--- config.mk ---
export PLATFORM = sky130hd
export DESIGN_NAME = bcd_serial_add_ctrl
export DESIGN_NICKNAME = d
export VERILOG_FILES = /design/src/rtl/bcd_pkg.sv /design/src/rtl/bcd_digit_add.sv /design/src/rtl/bcd_serial_add_ctrl.sv
export SDC_FILE = /design/constraint.sdc
export NUM_CORES = 1
export LEC_CHECK = 0
export BUFFER_PORTS_ARGS = -buffer_cell sky130_fd_sc_hd__buf_2
export CORE_AREA = 2 2 73 89
export CTS_CLUSTER_DIAMETER = 200
export CTS_CLUSTER_SIZE = 25
export DETAILED_ROUTE_END_ITERATION = 10
export DIE_AREA = 0 0 75 91
export GPL_TIMING_DRIVEN = 0
export PLACE_DENSITY = 0.83
export SYNTH_ARGS = -nofsm -noshare
export SYNTH_HDL_FRONTEND = slang
export SYNTH_SLANG_ARGS = --single-unit
--- constraint.sdc ---
create_clock -name clk -period 9.72 [get_ports clk]
set_clock_uncertainty 0.15 [all_clocks]
set_input_delay 0.972 -clock clk [delete_from_list [all_inputs] [get_ports clk]]
set_output_delay 0.972 -clock clk [all_outputs]
set_load 0.02 [all_outputs]
--- src/rtl/bcd_pkg.sv ---
`default_nettype none
// +--------------------------------------------------------------------------+
// | Module : bcd_pkg                                                         |
// | Brief  : Shared constants for the digit-serial BCD add/subtract engine.  |
// | Rev    : 1.0                                                             |
// +--------------------------------------------------------------------------+
package bcd_pkg;

  localparam logic [1:0] ST_IDLE = 2'd0;
  localparam logic [1:0] ST_RUN  = 2'd1;
  localparam logic [1:0] ST_DONE = 2'd2;

  localparam logic OP_ADD = 1'b0;
  localparam logic OP_SUB = 1'b1;

  localparam logic [3:0] BCD_NINE      = 4'd9;
  localparam logic [3:0] BCD_SIX       = 4'd6;
  localparam logic [3:0] BCD_MAX_DIGIT = 4'd9;

  function automatic logic [3:0] nines_comp(input logic [3:0] d);
    return BCD_NINE - d;
  endfunction

endpackage
`default_nettype wire

--- src/rtl/bcd_digit_add.sv ---
`default_nettype none
// +--------------------------------------------------------------------------+
// | Module : bcd_digit_add                                                   |
// | Brief  : Combinational single-digit 8421-BCD adder with invalid flag.    |
// | Rev    : 1.0                                                             |
// +--------------------------------------------------------------------------+
module bcd_digit_add
  import bcd_pkg::*;
(
  input  logic [3:0] a,
  input  logic [3:0] b,
  input  logic       cin,
  output logic [3:0] sum,
  output logic       cout,
  output logic       invalid
);

  logic [4:0] raw;

  always_comb begin
    raw = {1'b0, a} + {1'b0, b} + {4'b0000, cin};
    if (raw > {1'b0, BCD_MAX_DIGIT}) begin
      sum  = raw[3:0] + BCD_SIX;
      cout = 1'b1;
    end else begin
      sum  = raw[3:0];
      cout = 1'b0;
    end
    invalid = (a > BCD_MAX_DIGIT) || (b > BCD_MAX_DIGIT);
  end

endmodule
`default_nettype wire

--- src/rtl/bcd_serial_add_ctrl.sv ---
`default_nettype none
// +--------------------------------------------------------------------------+
// | Module : bcd_serial_add_ctrl                                             |
// | Brief  : Digit-serial BCD add/subtract controller, LSB digit first.      |
// | Rev    : 1.0                                                             |
// +--------------------------------------------------------------------------+
module bcd_serial_add_ctrl
  import bcd_pkg::*;
#(
  parameter int DIGITS = 4
) (
  input  logic                  clk,
  input  logic                  rst_n,
  input  logic                  start,
  input  logic                  op,
  input  logic [4*DIGITS-1:0]   A,
  input  logic [4*DIGITS-1:0]   B,
  input  logic                  Cin,
  output logic                  ready,
  output logic                  done,
  output logic [4*DIGITS-1:0]   Y,
  output logic                  Cout,
  output logic                  err
);

  localparam int W     = 4 * DIGITS;
  localparam int IDX_W = (DIGITS > 1) ? $clog2(DIGITS) : 1;
  localparam logic [IDX_W-1:0] LAST_IDX = IDX_W'(DIGITS - 1);

  logic [1:0]       state_q,   state_d;
  logic [IDX_W-1:0] idx_q,     idx_d;
  logic [W-1:0]     a_q,       a_d;
  logic [W-1:0]     b_q,       b_d;
  logic             op_q,      op_d;
  logic             carry_q,   carry_d;
  logic             err_acc_q, err_acc_d;
  logic [W-1:0]     shadow_q,  shadow_d;
  logic [W-1:0]     y_q,       y_d;
  logic             cout_q,    cout_d;
  logic             err_q,     err_d;

  logic [3:0]   a_dig;
  logic [3:0]   b_dig;
  logic [3:0]   b_eff;
  logic [3:0]   sum_dig;
  logic         dig_cout;
  logic         dig_invalid;
  logic [W-1:0] shadow_next;
  logic         accept;

  always_comb begin
    a_dig = a_q[4*int'(idx_q) +: 4];
    b_dig = b_q[4*int'(idx_q) +: 4];
    // An invalid B digit bypasses the complement so the adder still flags it.
    if ((op_q == OP_SUB) && (b_dig <= BCD_MAX_DIGIT)) begin
      b_eff = nines_comp(b_dig);
    end else begin
      b_eff = b_dig;
    end
  end

  bcd_digit_add u_digit_add (
    .a       (a_dig),
    .b       (b_eff),
    .cin     (carry_q),
    .sum     (sum_dig),
    .cout    (dig_cout),
    .invalid (dig_invalid)
  );

  always_comb begin
    shadow_next = shadow_q;
    shadow_next[4*int'(idx_q) +: 4] = sum_dig;
  end

  assign ready  = (state_q == ST_IDLE) || (state_q == ST_DONE);
  assign done   = (state_q == ST_DONE);
  assign accept = start && ready;

  always_comb begin
    state_d   = state_q;
    idx_d     = idx_q;
    a_d       = a_q;
    b_d       = b_q;
    op_d      = op_q;
    carry_d   = carry_q;
    err_acc_d = err_acc_q;
    shadow_d  = shadow_q;
    y_d       = y_q;
    cout_d    = cout_q;
    err_d     = err_q;

    case (state_q)
      ST_IDLE: begin
        if (start) begin
          state_d = ST_RUN;
        end
      end
      ST_RUN: begin
        idx_d     = idx_q + IDX_W'(1);
        carry_d   = dig_cout;
        err_acc_d = err_acc_q | dig_invalid;
        shadow_d  = shadow_next;
        if (idx_q == LAST_IDX) begin
          state_d = ST_DONE;
          idx_d   = '0;
          if (err_acc_q || dig_invalid) begin
            y_d    = '0;
            cout_d = 1'b0;
            err_d  = 1'b1;
          end else begin
            y_d    = shadow_next;
            cout_d = dig_cout;
            err_d  = 1'b0;
          end
        end
      end
      ST_DONE: begin
        state_d = start ? ST_RUN : ST_IDLE;
      end
      default: begin
        state_d = ST_IDLE;
      end
    endcase

    // Published Y/Cout/err stay untouched here; only the working set reloads.
    if (accept) begin
      a_d       = A;
      b_d       = B;
      op_d      = op;
      carry_d   = (op == OP_SUB) ? 1'b1 : Cin;
      err_acc_d = 1'b0;
      idx_d     = '0;
      shadow_d  = '0;
    end
  end

  always_ff @(posedge clk) begin
    if (!rst_n) begin
      state_q   <= ST_IDLE;
      idx_q     <= '0;
      a_q       <= '0;
      b_q       <= '0;
      op_q      <= OP_ADD;
      carry_q   <= 1'b0;
      err_acc_q <= 1'b0;
      shadow_q  <= '0;
      y_q       <= '0;
      cout_q    <= 1'b0;
      err_q     <= 1'b0;
    end else begin
      state_q   <= state_d;
      idx_q     <= idx_d;
      a_q       <= a_d;
      b_q       <= b_d;
      op_q      <= op_d;
      carry_q   <= carry_d;
      err_acc_q <= err_acc_d;
      shadow_q  <= shadow_d;
      y_q       <= y_d;
      cout_q    <= cout_d;
      err_q     <= err_d;
    end
  end

  assign Y    = y_q;
  assign Cout = cout_q;
  assign err  = err_q;

endmodule
`default_nettype wire

==> results of run 1 <==
-- critical path: cells and delay by family (launching register included) --
family / cells / cell delay [ps]
flip-flops: 1 / 390
adder cells (fa/ha/maj): 4 / 1090
AO/OA/AOI/OAI: 5 / 1040
XOR/XNOR: 2 / 410
multiplexers: 2 / 950
AND/OR/NAND/NOR: 1 / 150
buffers and inverters: 3 / 440
-- cell type report --
class	count	area share (%)
clock inverter	4	1.26
clock buffer	12	3.81
tap	82	2.52
sequential	73	35.9
timing repair buffer	56	6.88
multi-input combinational	289	46.0
buffer	20	2.24
inverter	15	1.38
-- state kept, by name, summed over array words and instances (netlist names), 2 cells and up --
register	flops
a_q	16
Y	16
idx_q	2
state_q	2
b_q	16
shadow_q	16
-- logic make-up (layout without fill, tap and decap cells) --
logic type,Yosys count,after routing,synth area share [%]
DFF,73,73,41.9
xor gates and xnor gates,4,4,1.01
muxes,12,12,6.36
buffers and inverters,35,107,4.24
adders and majority gates,13,13,5.10
AOI/OAI and AO/OA,109,109,22.3
and+or+nand+nor,151,151,19.1
-- layer usage --
metal / GRT usage (%) / share of wire, % / up-vias
met3: 4.99 / 5.0 / 16
met1: 32.0 / 42 / 1370
met4: 12.6 / 2.9 / 0
met5: 0 / 0 / -
met2: 41.7 / 50 / 88
li1: - / - / 1507
-- stage by stage --
| step | std cells | power (mW) |
|---|---|---|
| 5_1_grt | 551 | 0.719 |
| 3_3_place_gp | 535 | 0.443 |
| 2_1_floorplan | 397 | 0.412 |
| 6_report | 551 | 0.686 |
| 4_1_cts | 551 | 0.690 |
| 3_5_place_dp | 535 | 0.447 |
-- final timing paths --
path                                            to                  start  depth (start not counted)
worst max-delay path            Y[14]$_SDFFE_PN0P_  idx_q[1]$_SDFFE_PP0P_                         17
worst min-delay path             Y[6]$_SDFFE_PN0P_      Y[6]$_SDFFE_PN0P_                          2
worst max register to register  Y[14]$_SDFFE_PN0P_  idx_q[1]$_SDFFE_PP0P_                         17
worst min register to register   Y[6]$_SDFFE_PN0P_      Y[6]$_SDFFE_PN0P_                          2
-- power by group through the flow --
stage / sequential [mW] / combinational [mW] / clock, mW
after floorplan: 0.322 / 0.0896 / 0
after global placement: 0.323 / 0.120 / 0
after detailed placement: 0.324 / 0.123 / 0
after CTS: 0.317 / 0.124 / 0.249
after global routing: 0.318 / 0.139 / 0.262
final: 0.317 / 0.124 / 0.245
-- cell usage in the layout (no fill, tap or decap), types with 10 or more instances in the layout --
master     n
inv_1     15
a21boi_0  33
ha_1      11
nand2_1   90
nor2b_1   16
o21ai_0   15
clkbuf_8  11
nor2_1    21
dfxtp_1   73
a21oi_1   21
o21ai_2   10
clkbuf_1  17
buf_2     57
==> run metrics, run 1 <==
post-layout worst setup margin 5030 ps; vias in the first global route 2957; Num CTS Buffers 9; share of post-route cells with drive strength above 1 20.7%; syn nets 447; internal power 491 uW; crit-path max FO 10; Final period util 48.2%; n_diodes 0; net switching fraction of the power 28.5%; area grow syn2layout 16.9%; Final GP Congestion 0.873; Hold WC Path Type flop to flop; WL per Instance 14.2 um; leakage 1.68 nW; num rows 31; initial core utilization 58.7%; Fin. Hold Viols 0; Netlist Area Pre-Place 3480 um^2; Iter 0 DRT Violations 189; Boundary Pins 57; Die Span Y 91 um; vias after detailed routing 2981; Slowest-stage cell, CP mux2i_1; CTS Sinks 73; max-slew violation count 0; Synth Area per Inst 8.78 um^2; Netlist cell types 47; peak supply drop 0.158 mV; Core Area 5930 um^2; DP Area 3870 um^2; worst-path cell chain buf_2 -> mux4_2 -> inv_1 -> ha_1 -> a21bo_4 -> o21ai_0 -> xor2_1 -> fa_1 -> inv_1 -> fa_1 -> xnor2_1 -> ha_1 -> a22oi_1 -> nand3_1 -> mux2i_1 -> a21oi_1 -> o21ai_2; clock share of power 35.7%; dominant cell by count in the synthesized netlist nand2_1; P_sw 196 uW; CTS root buf clkbuf_8; number of flops mapped to enable cells by yosys 0; relative slew slack 48.5%; WP data required 9860 ps; Worst setup EP type flop; largest net degree at the start of global routing 13; Port Buf Inserts 56; total of max-cap violations 0; drt pass-1 iters 5; Final Setup Violations 0; startpoint types flop; Remaining DRCs 0; PwrDens 169 nW/um^2; Highest Clock Rate 213 MHz; filler instances 483; R2R Setup Slk 5030 ps; share of the synthesized area in the top cell type 41.9%; ys async rst share 0%; Post-CTS Setup Inserts 0; top post-synthesis cells by count 90 x nand2_1, 73 x dfxtp_1, 33 x a21boi_0; RSZ-0062 raised after global routing false; Multi-input gate area 1880 um^2; grt ovf 0; Post-DP HPWL 5.78 mm; CTS tree yes; final wirelength 7.80 mm; combinational share of power 18.1%; Synth Flop Type dfxtp_1; CTS max path bufs 2; status finished clean; CP peak stage delay 630 ps; CP Class flop to flop; FF+latch area 1460 um^2; Layout Utilization 68.6%; register area share after synthesis 41.9%; NumNets Final 514; GRT Total Usage 25.8%; vias per cell 5.41; chip width 75 um; cells after synthesis 397; initial antenna violation count 0; Die Footprint 6830 um^2; Worst-Margin Slew 752 ps; WHS 298 ps; pre-CTS setup slack 5080 ps; Clock transition at path regs 70 ps; Synth Register Bits 73; Reg power frac 46.2%; critical path arrival 4830 ps; biggest area consumer among synthesized cells dfxtp_1; yosys warns 0; DRT antenna net count 0; minimum clock period 4690 ps; PostCTS Resize Cnt 0; wire length of the first global-routing pass 13.5 mm; fin area 4070 um^2; worst-skew pair later-pin latency 360 ps; # H-tree levels 3; Area contributors post-synth dfxtp_1 42%, nand2_1 9.7%, a21boi_0 7.1%; hold_buf cts 0; Setup TNS 0 ps
Note: power is estimated with default switching activity, not from simulation.
==> run 2: changes to the inputs <==
ABC_AREA = 1   (was not set)
CORE_AREA = 2 2 77 94   (was 2 2 73 89)
DIE_AREA = 0 0 79 96   (was 0 0 75 91)
PLACE_DENSITY = 0.79   (was 0.83)
clock period = 4.5 ns   (was 9.72 ns; I/O delays follow)
==> run 2 against run 1 <==
  * Via count up 21%
  * Cell area increased by 5.2%
  * Largest power group unchanged
  * Maximum frequency rose by 15%
  * First-iteration DRC count up 11%
==> run metrics, run 2 <==
status finished clean; n_diodes 0 (unchanged); top post-synthesis cells by count 90 x nand2_1, 90 x nor2_1, 73 x dfxtp_1; wire length of the first global-routing pass 14.6 mm (+8.1%); area grow syn2layout 16.5%; CTS max path bufs 2 (unchanged); CTS root buf clkbuf_8; CTS tree yes; Netlist Area Pre-Place 3680 um^2 (+5.6%); RSZ-0062 raised after global routing false; Tot Pwr 1.72 mW (+150%); Worst R2R Path Depth 24 (+7); Met2 Routed Length 4.51 mm (+14%); drt pass-1 iters 5 (unchanged); CP peak stage delay 460 ps (-170 ps); leakage 2.05 nW (+22%); startpoint types flop; Worst-Margin Slew 720 ps (-31.7 ps); Synth Flop Type dfxtp_1; crit-path max FO 11 (+1); GRT Total Usage 24.5% (-1.3 points); FF+latch area 1460 um^2 (+0.17%); WP data required 4600 ps (-5260 ps); total of max-cap violations 0 (unchanged); Die Span Y 96 um (+5.5%); PwrDens 402 nW/um^2 (+140%); Post-CTS Setup Inserts 0 (unchanged); cells after synthesis 530 (+34%); register area share after synthesis 39.7% (-2.2 points); Remaining DRCs 0 (unchanged); ys async rst share 0% (unchanged); Core Area 6690 um^2 (+13%); DRT antenna net count 0 (unchanged); Area contributors post-synth dfxtp_1 40%, nand2_1 9.2%, nor2_1 9.2%; num rows 33 (+6.5%); WHS 195 ps (-103 ps); syn nets 580 (+30%); yosys warns 0 (unchanged); minimum clock period 4070 ps (-621 ps); Hold WC Path Type input port to flop; Num CTS Buffers 9 (unchanged); Worst setup EP type flop; Netlist cell types 35 (-26%); Top cell by count, worst path nand2_1; Iter 0 DRT Violations 209 (+11%); vias in the first global route 3267 (+10%); biggest area consumer among synthesized cells dfxtp_1; Synth Area per Inst 6.94 um^2 (-21%); fin area 4290 um^2 (+5.2%); largest net degree at the start of global routing 14 (+1); met3 WL 412 um (+5.1%); max-slew violation count 0 (unchanged); Final Setup Violations 0 (unchanged); most common cell after layout, fill and taps aside nor2_1; Synth Register Bits 73 (unchanged); Clock transition at path regs 80 ps (about the same); NumNets Final 646 (+26%); WL met1 3.73 mm (+15%); WL per Instance 12.9 um (-9.1%); worst-skew pair later-pin latency 360 ps (about the same); Post-DP HPWL 6.56 mm (+13%); peak supply drop 0.298 mV (+89%); share of post-route cells with drive strength above 1 16.6% (-4.0 points); share of the synthesized area in the top cell type 39.7% (-2.2 points); initial core utilization 55.0% (-3.7 points); final wirelength 8.86 mm (+14%); Boundary Pins 57 (unchanged); # H-tree levels 3 (unchanged); grt ovf 0 (unchanged); worst-path cell chain buf_6 -> inv_4 -> nand3_1 -> nand2_2 -> ha_1 -> nand3_2 -> nand3_2 -> nand2_2 -> xnor2_1 -> fa_1 -> inv_1 -> fa_1 -> inv_1 -> ha_1 -> nand2_1 -> a21boi_0 -> nand2_1 -> nand2_2 -> nand2_1 -> nand2_1 -> nand3_1 -> o21ai_0 -> o21ai_0 -> inv_1; vias after detailed routing 3615 (+21%); Multi-input gate area 1810 um^2 (-3.7%); commonest non-fill, non-tap cells in the layout 90 x nor2_1, 89 x nand2_1, 71 x dfxtp_1, 63 x inv_1, 60 x o21ai_0; Final GP Congestion 0.898 (+2.9%); Setup TNS 0 ps (unchanged); filler instances 611 (+27%); Port Buf Inserts 55 (-1.8%); Die Footprint 7580 um^2 (+11%); DP Area 4060 um^2 (+5.0%); WHS Path Cells 3 (+1); max layer used met4; critical path arrival 4170 ps (-660 ps); number of flops mapped to enable cells by yosys 0 (unchanged); initial antenna violation count 0 (unchanged); relative slew slack 51.6% (+3.1 points); Slowest-stage cell, CP fa_1; CP Class flop to flop; Fin. Hold Viols 0 (unchanged); Highest Clock Rate 246 MHz (+15%); vias per cell 5.25 (-2.9%); Final period util 90.3% (+42 points); CTS Sinks 73 (unchanged); chip width 79 um (+5.3%)
-- run 2: cell count changes in the layout (fill, tap and decap cells not counted), sizes merged, moves of 4 or more --
cell    before  now
a211oi       5    1
a21boi      33    1
a21oi       21   40
a22o         5    0
a32oi        4    0
inv         15   68
mux4         8    0
nand2       91   95
nand3        8   44
nand4        1    6
nor2        21   92
nor2b       16    0
o21ai       26   61
-- run 2: cell type report --
type                            instances  share of cell area (%)
Multi-Input combinational cell        363                    42.2
Sequential cell                        73                    34.2
Timing Repair Buffer                   55                    6.42
Inverter                               69                    6.28
Buffer                                 25                    3.36
Clock buffer                           10                    2.98
Tap cell                               87                    2.54
Clock inverter                          6                    2.10
-- run 2: power breakdown --
part / switching (mW) / leakage (nW) / internal, mW
Clock: 0.256 / 0.107 / 0.314
Sequential: 0.0188 / 0.599 / 0.684
Combinational: 0.297 / 1.35 / 0.153
-- run 2: kinds of logic after synthesis --
group / synth area share, %
AOI/OAI and AO/OA: 15.8
xor gates and xnor gates: 0.238
adders and majority gates: 4.83
buffers and inverters: 11.2
DFF: 39.7
and+or+nand+nor: 28.2
-- run 2: worst max-delay path, delay by kind of cell, from the launching register on --
| kind | cells | cell delay, ps |
|---|---|---|
| simple gates | 11 | 1110 |
| fa+ha+maj | 4 | 1230 |
| flops | 1 | 360 |
| buf+inv | 5 | 560 |
| xor+xnor | 1 | 140 |
| compound gates | 3 | 420 |
-- run 2: path summary, 6_finish.rpt --
check	start	to	slack [ps]
hold reg to reg	a_q[2]$_SDFFE_PN0P_	a_q[2]$_SDFFE_PN0P_	310
setup reg to reg	idx_q[1]$_SDFFE_PP0P_	shadow_q[9]$_SDFFE_PP0P_	430
hold / removal	B[2]	b_q[2]$_SDFFE_PN0P_	190
setup / recovery	idx_q[1]$_SDFFE_PP0P_	shadow_q[9]$_SDFFE_PP0P_	430
-- run 2: stage by stage --
stage	cells	setup WS, ps	util [%]
2_1_floorplan	530	910	-
3_3_place_gp	672	535	60.7
3_5_place_dp	672	391	60.7
4_1_cts	688	364	64.0
5_1_grt	688	53.0	64.1
6_report	688	434	64.1
-- run 2: per-layer routing --
layer  vias to the layer above  global-route usage, %
met1                      1633                   28.3
met2                       127                   44.4
met3                        24                   3.66
met5                         -                      0
met4                         0                   11.6
li1                       1831                      -
-- run 2: timing repair --
item                                    CTS  global route
gates resized for setup                   0             3
endpoints found under the setup margin    0             6
hold buffers                              0             0
==> run 3: changes to the inputs <==
BUFFER_PORTS_ARGS = -buffer_cell sky130_fd_sc_hd__buf_4   (was -buffer_cell sky130_fd_sc_hd__buf_2)
==> run 3 against run 2 <==
  * Critical path depth is the same
  * Routed wire length increased by 1.0%
  * Utilization increased by 2.2 points
  * Clock-buffer cell count is 1 lower
  * Worst hold slack lost 11 ps
==> run metrics, run 3 (same netlist as run 2, synthesis figures left out) <==
Reg-to-Reg Start idx_q[1]$_SDFFE_PP0P_; num rows 33 (unchanged); max-slew violation count 0 (unchanged); Multi-input gate area 1810 um^2 (+0.14%); drt pass-1 iters 5 (unchanged); Final Setup Violations 0 (unchanged); # H-tree levels 3 (unchanged); CTS Sinks 73 (unchanged); most common cell after layout, fill and taps aside nor2_1; chip width 79 um (unchanged); WL per Instance 13.0 um (+1.0%); relative slew slack 54.5% (+2.9 points); vias after detailed routing 3589 (-0.72%); Core Area 6690 um^2 (unchanged); Final period util 93.7% (+3.4 points); CTS root buf clkbuf_8; PwrDens 397 nW/um^2 (-1.3%); Die Span Y 96 um (unchanged); total of max-cap violations 0 (unchanged); n_diodes 0 (unchanged); Remaining DRCs 0 (unchanged); Clock transition at path regs 90 ps (about the same); Port Buf Inserts 55 (unchanged); grt ovf 0 (unchanged); largest net degree at the start of global routing 15 (+1); area grow syn2layout 20.5%; Hold WC Path Type input port to flop; Die Footprint 7580 um^2 (unchanged); minimum clock period 4220 ps (+151 ps); NumNets Final 646 (unchanged); Num CTS Buffers 9 (unchanged); RSZ-0062 raised after global routing false; leakage 2.08 nW (+1.3%); crit-path max FO 11 (unchanged); Iter 0 DRT Violations 240 (+15%); Post-DP HPWL 6.67 mm (+1.8%); Worst setup EP type flop; CP Class flop to flop; CTS tree yes; FF+latch area 1460 um^2 (about the same); hold_sp A[7]; vias per cell 5.22 (-0.72%); Final GP Congestion 0.924 (+2.9%); Highest Clock Rate 237 MHz (-3.6%); wire length of the first global-routing pass 14.6 mm (+0.33%); WHS 184 ps (-10.8 ps); vias in the first global route 3293 (+0.80%); R2R Setup Slk 280 ps (-150 ps); peak supply drop 0.270 mV (-9.4%); critical path arrival 4330 ps (+160 ps); status finished clean; Worst-Margin Slew 676 ps (-43.8 ps); DRT antenna net count 0 (unchanged); hold_buf cts 0 (unchanged); CTS max path bufs 2 (unchanged); critical path startpoint idx_q[1]$_SDFFE_PP0P_; initial core utilization 55.0% (unchanged); final wirelength 8.95 mm (+1.0%); pre-CTS setup slack 411 ps (+19.9 ps); filler instances 611 (unchanged); startpoint types flop; Boundary Pins 57 (unchanged); worst-skew pair later-pin latency 360 ps (about the same); initial antenna violation count 0 (unchanged); commonest non-fill, non-tap cells in the layout 90 x nor2_1, 88 x nand2_1, 72 x dfxtp_1, 63 x inv_1, 60 x o21ai_0; Post-CTS Setup Inserts 0 (unchanged); GRT Total Usage 24.7% (+0.17 points); Fin. Hold Viols 0 (unchanged); WP data required 4610 ps (about the same); post-layout worst setup margin 283 ps (-151 ps); Setup TNS 0 ps (unchanged); share of post-route cells with drive strength above 1 16.8% (+0.17 points)
-- run 3: final cells by class --
class,count,area share (%)
multi-input cells,363,40.8
flip-flops and latches,73,33.0
repair buffers,55,9.31
inverters,69,6.07
plain buffers,25,3.25
clock buffers,9,2.79
well taps,87,2.46
clock inverters,7,2.31
-- run 3: worst max-delay path, cell delays in order, from the launching register on --
cell and delay, ps:
dfxtp_1 370, buf_6 170, inv_4 130, nand3_1 120
nand2_2 110, ha_1 210, nand3_2 100, nand3_2 110
nand2_2 70, xnor2_1 140, fa_1 360, inv_1 120
fa_1 460, inv_1 90, ha_1 200, nand2_1 70
a21boi_0 120, nand2_1 120, nand2_2 110, nand2_1 90
nand2_1 130, nand3_1 130, o21ai_0 180, o21ai_0 200
inv_1 50
-- run 3: layer usage --
metal  GRT usage [%]  part of all wire, %  vias to the layer above
met3            4.60                  4.8                       22
li1                -                    -                     1830
met4            12.6                  2.8                        0
met5               0                    0                        -
met1            28.3                   42                     1620
met2            43.8                   50                      117
-- run 3: worst paths after layout --
check                                           endpoint  cells past startpoint
worst max-delay path            shadow_q[9]$_SDFFE_PP0P_                     24
worst min-delay path                 a_q[7]$_SDFFE_PN0P_                      3
worst max register to register  shadow_q[9]$_SDFFE_PP0P_                     24
worst min register to register       a_q[1]$_SDFFE_PN0P_                      2
-- run 3: stage by stage --
| stage | power (mW) | instances | util (%) | cell area (um^2) |
|---|---|---|---|---|
| 2_1_floorplan | 1.04 | 530 | - | 3680 |
| 3_3_place_gp | 1.15 | 672 | 62.8 | 4200 |
| 3_5_place_dp | 1.17 | 672 | 62.8 | 4200 |
| 4_1_cts | 1.75 | 688 | 66.2 | 4430 |
| 5_1_grt | 1.85 | 688 | 66.3 | 4430 |
| 6_report | 1.76 | 688 | 66.3 | 4430 |
-- run 3: what timing repair did --
action	4_1_cts	5_1_grt
endpoints found under the hold margin	0	0
endpoints found under the setup margin	0	3
gates resized for setup	0	3
-- run 3: power by group --
part           switching (mW)  internal, mW  total, mW
Sequential             0.0190         0.684      0.703
Combinational           0.304         0.164      0.468
Clock                   0.273         0.317      0.590
Total                   0.596          1.16       1.76
